==> config.mk <==
export PLATFORM = sky130hd
export DESIGN_NAME = queue_drain_flat
export DESIGN_NICKNAME = d
export VERILOG_FILES = /design/src/rtl/queue_drain_if.sv /design/src/rtl/queue_drain.sv /design/src/flat_wrapper.sv
export SDC_FILE = /design/constraint.sdc
export NUM_CORES = 1
export LEC_CHECK = 0
export CORE_AREA = 2 2 74 76
export CTS_CLUSTER_DIAMETER = 150
export DETAILED_ROUTE_END_ITERATION = 8
export DIE_AREA = 0 0 76 78
export GPL_ROUTABILITY_DRIVEN = 0
export GPL_TIMING_DRIVEN = 0
export PLACE_DENSITY = 0.62
export SYNTH_ARGS = -nofsm -noshare
export SYNTH_HDL_FRONTEND = slang
export SYNTH_SLANG_ARGS = --single-unit
==> constraint.sdc <==
create_clock -name clk -period 5.63 [get_ports clk]
set_input_delay 1.126 -clock clk [delete_from_list [all_inputs] [get_ports clk]]
set_output_delay 1.126 -clock clk [all_outputs]
set_load 0.03 [all_outputs]
==> src/rtl/queue_drain_if.sv <==
// Queue-side status/command signals plus the drained-byte valid/ready output.
// "master" is the drain side; "slave" is the queue/downstream side.
interface queue_drain_if #(
  parameter int DW = 8
);
  logic [DW-1:0] q_tail;
  logic          q_empty;
  logic          q_valid;
  logic [2:0]    q_op;
  logic          q_apply;
  logic [DW-1:0] out_data;
  logic          out_valid;
  logic          out_ready;

  modport master (
    input  q_tail, q_empty, q_valid, out_ready,
    output q_op, q_apply, out_data, out_valid
  );

  modport slave (
    output q_tail, q_empty, q_valid, out_ready,
    input  q_op, q_apply, out_data, out_valid
  );
endinterface

==> src/rtl/queue_drain.sv <==
// Pops the byte queue one element at a time and forwards each byte on a
// registered valid/ready output, tracking a running checksum and element count.
module queue_drain #(
  parameter int         DW     = 8,
  parameter logic [2:0] OP_POP = 3'b001,
  parameter logic [2:0] OP_NOP = 3'b000
) (
  input  logic             clk,
  input  logic             rst,
  input  logic             en,
  queue_drain_if.master    bus,
  output logic [15:0]      sum,
  output logic [7:0]       count
);

  typedef enum logic {
    S_IDLE = 1'b0,
    S_WAIT = 1'b1
  } state_t;

  state_t        state_q, state_d;
  logic          apply_q, apply_d;
  logic [2:0]    op_q, op_d;
  logic [DW-1:0] data_q, data_d;
  logic          valid_q, valid_d;
  logic [15:0]   sum_q, sum_d;
  logic [7:0]    count_q, count_d;

  logic slot_free;
  logic capture;

  assign slot_free = !valid_q || bus.out_ready;
  assign capture   = (state_q == S_IDLE) && en && bus.q_valid && !bus.q_empty && slot_free;

  always_comb begin
    // NOTE: every signal gets a default first so no path through this block infers a latch.
    state_d = state_q;
    apply_d = 1'b0;
    op_d    = OP_NOP;
    data_d  = data_q;
    valid_d = valid_q;
    sum_d   = sum_q;
    count_d = count_q;

    if (capture) begin
      data_d  = bus.q_tail;
      valid_d = 1'b1;
      apply_d = 1'b1;
      op_d    = OP_POP;
      sum_d   = sum_q + 16'(bus.q_tail);
      count_d = (count_q == 8'hFF) ? count_q : count_q + 8'd1;
      state_d = S_WAIT;
    end else begin
      // An accepted byte is retired in either state so it is never presented twice.
      if (valid_q && bus.out_ready) valid_d = 1'b0;
      if (state_q == S_WAIT) state_d = S_IDLE;
    end
  end

  // NOTE: state registers use non-blocking assignments so all of them update together at the edge.
  always_ff @(posedge clk or negedge rst) begin
    if (!rst) begin
      // NOTE: every register, including the data path, is reset so the outputs are defined immediately.
      state_q <= S_IDLE;
      apply_q <= 1'b0;
      op_q    <= OP_NOP;
      data_q  <= '0;
      valid_q <= 1'b0;
      sum_q   <= '0;
      count_q <= '0;
    end else begin
      state_q <= state_d;
      apply_q <= apply_d;
      op_q    <= op_d;
      data_q  <= data_d;
      valid_q <= valid_d;
      sum_q   <= sum_d;
      count_q <= count_d;
    end
  end

  assign bus.q_apply   = apply_q;
  assign bus.q_op      = op_q;
  assign bus.out_data  = data_q;
  assign bus.out_valid = valid_q;
  assign sum           = sum_q;
  assign count         = count_q;

endmodule

==> src/flat_wrapper.sv <==
// flat-port wrapper written by rule: the top's interface ports become plain ports
module queue_drain_flat 
#(
  parameter int         DW     = 8,
  parameter logic [2:0] OP_POP = 3'b001,
  parameter logic [2:0] OP_NOP = 3'b000
)
  (clk, rst, en, sum, count, bus_q_tail, bus_q_empty, bus_q_valid, bus_out_ready, bus_q_op, bus_q_apply, bus_out_data, bus_out_valid);
  queue_drain_if #(.DW(DW)) bus_i ();
  input  logic clk;
  input  logic rst;
  input  logic en;
  output logic [15:0] sum;
  output logic [7:0] count;
  input wire logic [$bits(bus_i.q_tail)-1:0] bus_q_tail;
  input wire logic [$bits(bus_i.q_empty)-1:0] bus_q_empty;
  input wire logic [$bits(bus_i.q_valid)-1:0] bus_q_valid;
  input wire logic [$bits(bus_i.out_ready)-1:0] bus_out_ready;
  output wire logic [$bits(bus_i.q_op)-1:0] bus_q_op;
  output wire logic [$bits(bus_i.q_apply)-1:0] bus_q_apply;
  output wire logic [$bits(bus_i.out_data)-1:0] bus_out_data;
  output wire logic [$bits(bus_i.out_valid)-1:0] bus_out_valid;
  assign bus_i.q_tail = bus_q_tail;
  assign bus_i.q_empty = bus_q_empty;
  assign bus_i.q_valid = bus_q_valid;
  assign bus_i.out_ready = bus_out_ready;
  assign bus_q_op = bus_i.q_op;
  assign bus_q_apply = bus_i.q_apply;
  assign bus_out_data = bus_i.out_data;
  assign bus_out_valid = bus_i.out_valid;
  queue_drain #(.DW(DW), .OP_POP(OP_POP), .OP_NOP(OP_NOP)) u_core (.clk(clk), .rst(rst), .en(en), .bus(bus_i), .sum(sum), .count(count));
endmodule
* Yosys cells after proc, flatten, opt, wreduce, memory -nomap -nowiden
Index checks and enable logic that the tools add are counted.
** Operators by class
- Add/subtract/negate cells :: 2
- Equal/unequal tests :: 1
- Mux-type cells :: 4
- Bitwise gates (word level) :: 2
- Reduce and logical (&&, ||, !) cells :: 10
** Operators with widths (number)
- adder 16 x 8 -> 16 bit :: 1
- adder 8 x 1 -> 8 bit, second input constant :: 1
- equality test 8 bit, second input constant :: 1
- logical AND 1 bit :: 5
- 2-to-1 mux 1 bit :: 4
- zero test 1 bit :: 2
- inverter 1 bit :: 2
- AND reduction 2 bit :: 1
- nonzero test 2 bit :: 1
- logical OR 1 bit :: 1
** Word-level totals
- Bits in registers :: 37
- Bits of input ports :: 14

* Logic depth before layout (Yosys ltp)
Gate-level depths: netlist of the first run.
- Depth after elaboration :: 6
- Depth in mapped cells :: 7

* Worst setup path before layout of the first run
OpenSTA, ideal clock, no wires.
- Path kind :: input -> register
- From :: input port bus_q_tail[0]
- To :: register u_core.sum_q[6] (netlist: u_core.sum[6])
- Library setup time :: 136 ps
- Data arrival time :: 2528 ps
- Required time :: 5494 ps
- Setup slack :: 2966 ps
- Cell stages on the path :: 7
- Path buffers :: 0
- Cell sequence :: ha_1 fa_1 a211oi_1 o21bai_1 a21oi_1 xor2_1 o21ai_0
** On the way
- Longest elaborated chain between the ends :: 1
** Ends and longest elaborated chain
- start, declared :: line flat_wrapper.sv:15 : input wire logic [$bits(bus_i.q_tail)-1:0] bus_q_tail;
- adder 16 x 8 -> 16 bit :: line queue_drain.sv:50 : sum_d = sum_q + 16'(bus.q_tail);
- end signal, assigned :: line queue_drain.sv:77 : sum_q <= sum_d;
- end, declared :: line queue_drain.sv:26 : logic [15:0] sum_q, sum_d;
No other way between the ends.
A chain may end at the register's enable or synchronous reset.

* Worst setup path in the final report of the first run
Ends and elaborated chain as after synthesis.

==> metrics.csv, run 1 <==
metric,value,unit
post_cts_buffers,0,
cts-root-buf,clkbuf_8,
drt-total-wl,3.63,mm
syn_to_final_growth,38.1,%
async_flop_share,100,%
finalNetCount,247,
cts_buffers,5,
worst_slack,2.64,ns
wl_per_cell,12.4,microns
timing.fmax,334,MHz
detail_route.drc_violations,0,
worstSetupEndpointType,flop,
track_usage,13.2,%
worstMarginPinSlew,0.788,ns
drv_cap,0,
drive_gt1_share,9.82,%
critical_path_class,in -> reg,
overflow,0,
netlist_instances,167,
synth_seq_cells,34,
die-height,78,microns
final_cell_mix,"47 x clkdlybuf4s50_1, 43 x nand2_1, 34 x dfrtp_1, 13 x xor2_1, 9 x ha_1",
finalSetupTns,0,ns
hold_viol,0,
period_minus_slack,2.99,ns
clock_latency,0.29,ns
num_vias,1324,
ir_drop,267,uV
viasPerCell,4.50,
die_area,0.00593,sq mm
status,completed,
pre_cts_slack,2.33,ns
finalMaxSlewViolations,0,
synthFlopType,dfrtp_1,
initial_core_util,34.2,%
arrival,3.14,ns
cts_hold_buf,0,
cts_buffer_depth,2,
ys_seq_area_share,49.3,%
start_kind,input port,
port_buffers,48,
grt_first_pass_wirelength,6.16,mm
crit_fanout,3,
fillers,479,
p_leak,0.00112,uW
setup_viol,0,
hpwl,2.65,mm
core_region_area,0.00504,sq mm
relSlewSlack,47.4,%
hold_class,reg -> reg,
antenna_found_initial,0,
cts.repair.resized,0,
cts_tree,built,
firstDrtPassIters,4,
rsz0062_at_grt,no,
grt_max_degree,35,
synth_edf_count,0,
period_share,53.1,%
row_count,26,
p_per_area,464,mW/mm^2
final_common_cell,clkdlybuf4s50_1,
grt_pass1_vias,1318,
drtAntennaViolNets,0,
diodes,0,
clock_sinks,34,
yosys_warnings,0,
skew,0.00645,ns
avgSynthCellArea,10.3,sq um
syn_area,0.00173,sq mm
path_clk_slew,0.07,ns
ios,51,
yosysUniqueCellTypes,33,
htreeDepth,2,
crit_required,5.78,ns
drtIter0Drc,47,
die_w,76,microns
final timing paths:
check / cells past startpoint / slack (ns) / end / from
max: 8 / 2.64 / u_core.sum[6] / bus_q_tail[0]
min: 1 / 0.47 / u_core.sum[15] / u_core.sum[15]
max reg2reg: 7 / 3.54 / u_core.sum[6] / u_core.sum[0]
min reg2reg: 1 / 0.47 / u_core.sum[15] / u_core.sum[15]
max in group asynchronous: 1 / 4.21 / u_core.sum[7] / rst
min in group asynchronous: 1 / 0.92 / u_core.bus.out_data[2] / rst
per-layer routing:
layer	global-route usage, %	vias up	wire length, microns
li1	-	673	-
met1	16.3	621	1710
met2	21.5	25	1690
met3	3.60	5	153
met4	6.00	0	74
met5	0	-	0
layout make-up:
cell class / instances / area [sq um] / area share [%]
Sequential cell: 34 / 851 / 35.7
Inverter: 1 / 3.75 / 0.157
Tap cell: 70 / 87.6 / 3.67
Clock buffer: 7 / 86.3 / 3.62
Clock inverter: 1 / 5.00 / 0.210
Multi-Input combinational cell: 127 / 841 / 35.3
Timing Repair Buffer: 48 / 475 / 19.9
Buffer: 6 / 33.8 / 1.42
stage by stage:
stage	util (%)	hold WS (ns)	power, uW	cell area, sq um	instances
final	47.3	0.467	1110	2380	294
after global routing	47.3	0.502	1180	2380	294
after CTS	47.3	0.470	1120	2380	294
after detailed placement	45.5	0.461	929	2290	286
after global placement	45.6	0.455	924	2300	286
after floorplan	-	0.649	731	1730	168
synthesized netlist by cell type (2+ instances only):
master / n / area [sq um]
xnor2_1: 7 / 61.3
ha_1: 9 / 113
and3_1: 4 / 25.0
o21ai_0: 8 / 40.0
clkbuf_1: 3 / 11.3
a21oi_1: 6 / 30.0
nor3b_1: 2 / 15.0
a211oi_2: 2 / 25.0
nor2_1: 5 / 18.8
dfrtp_1: 34 / 851
o211ai_1: 2 / 15.0
nand2_2: 2 / 12.5
xor2_1: 13 / 114
nand3_1: 5 / 25.0
nor3_1: 2 / 10.0
buf_4: 3 / 22.5
nand2_1: 43 / 161
a21o_1: 2 / 15.0
logic make-up (layout without fill, tap and decap cells):
| family | count (synthesis) | after routing | share of synthesized area, % |
|---|---|---|---|
| AO/OA/AOI/OAI | 26 | 26 | 11.0 |
| XOR/XNOR | 20 | 20 | 10.2 |
| adder cells (fa/ha/maj) | 10 | 10 | 7.69 |
| buffers and inverters | 7 | 63 | 2.18 |
| flip-flops | 34 | 34 | 49.3 |
| multiplexers | 1 | 1 | 0.653 |
| other | 1 | 2 | 0.217 |
| AND/OR/NAND/NOR | 68 | 68 | 18.8 |
flip-flops by register name, summed over array words and instances, names as in the netlist:
signal                flops
u_core.bus.q_op           1
u_core.count              8
u_core.sum               16
u_core.bus.out_data       8
u_core.bus.out_valid      1
worst max-delay path, cell delays in order:
cell and delay, ns:
clkdlybuf4s50_1 0.43, ha_1 0.26, fa_1 0.44, a211oi_1 0.34
o21bai_1 0.13, a21oi_1 0.19, xor2_1 0.15, o21ai_0 0.08
power breakdown:
group	switching [uW]	leakage, uW	total [uW]	internal, uW
combinational	313	0.000635	553	240
sequential	59.0	0.000439	367	308
clock	87.2	0.0000482	186	98.6
Power figures use the tool's default switching activity.
==> run 2, diff against run 1 <==
==> constraint.sdc (replaced) <==
create_clock -name clk -period 2.8 [get_ports clk]
set_input_delay 0.56 -clock clk [delete_from_list [all_inputs] [get_ports clk]]
set_output_delay 0.56 -clock clk [all_outputs]
set_load 0.03 [all_outputs]
==> results of run 2 <==
Same layout as run 1 (identical final DEF). Status: completed.
Main changes from that run: setup slack after placement 2.33 ns -> 0.0686 ns; setup slack after layout 2.64 ns -> 0.374 ns; hold slack 0.467 ns -> 0.355 ns; register-to-register setup slack 3.54 ns -> 0.71 ns; total power 1110 uW -> 2220 uW; worst IR drop on VDD 267 uV -> 536 uV
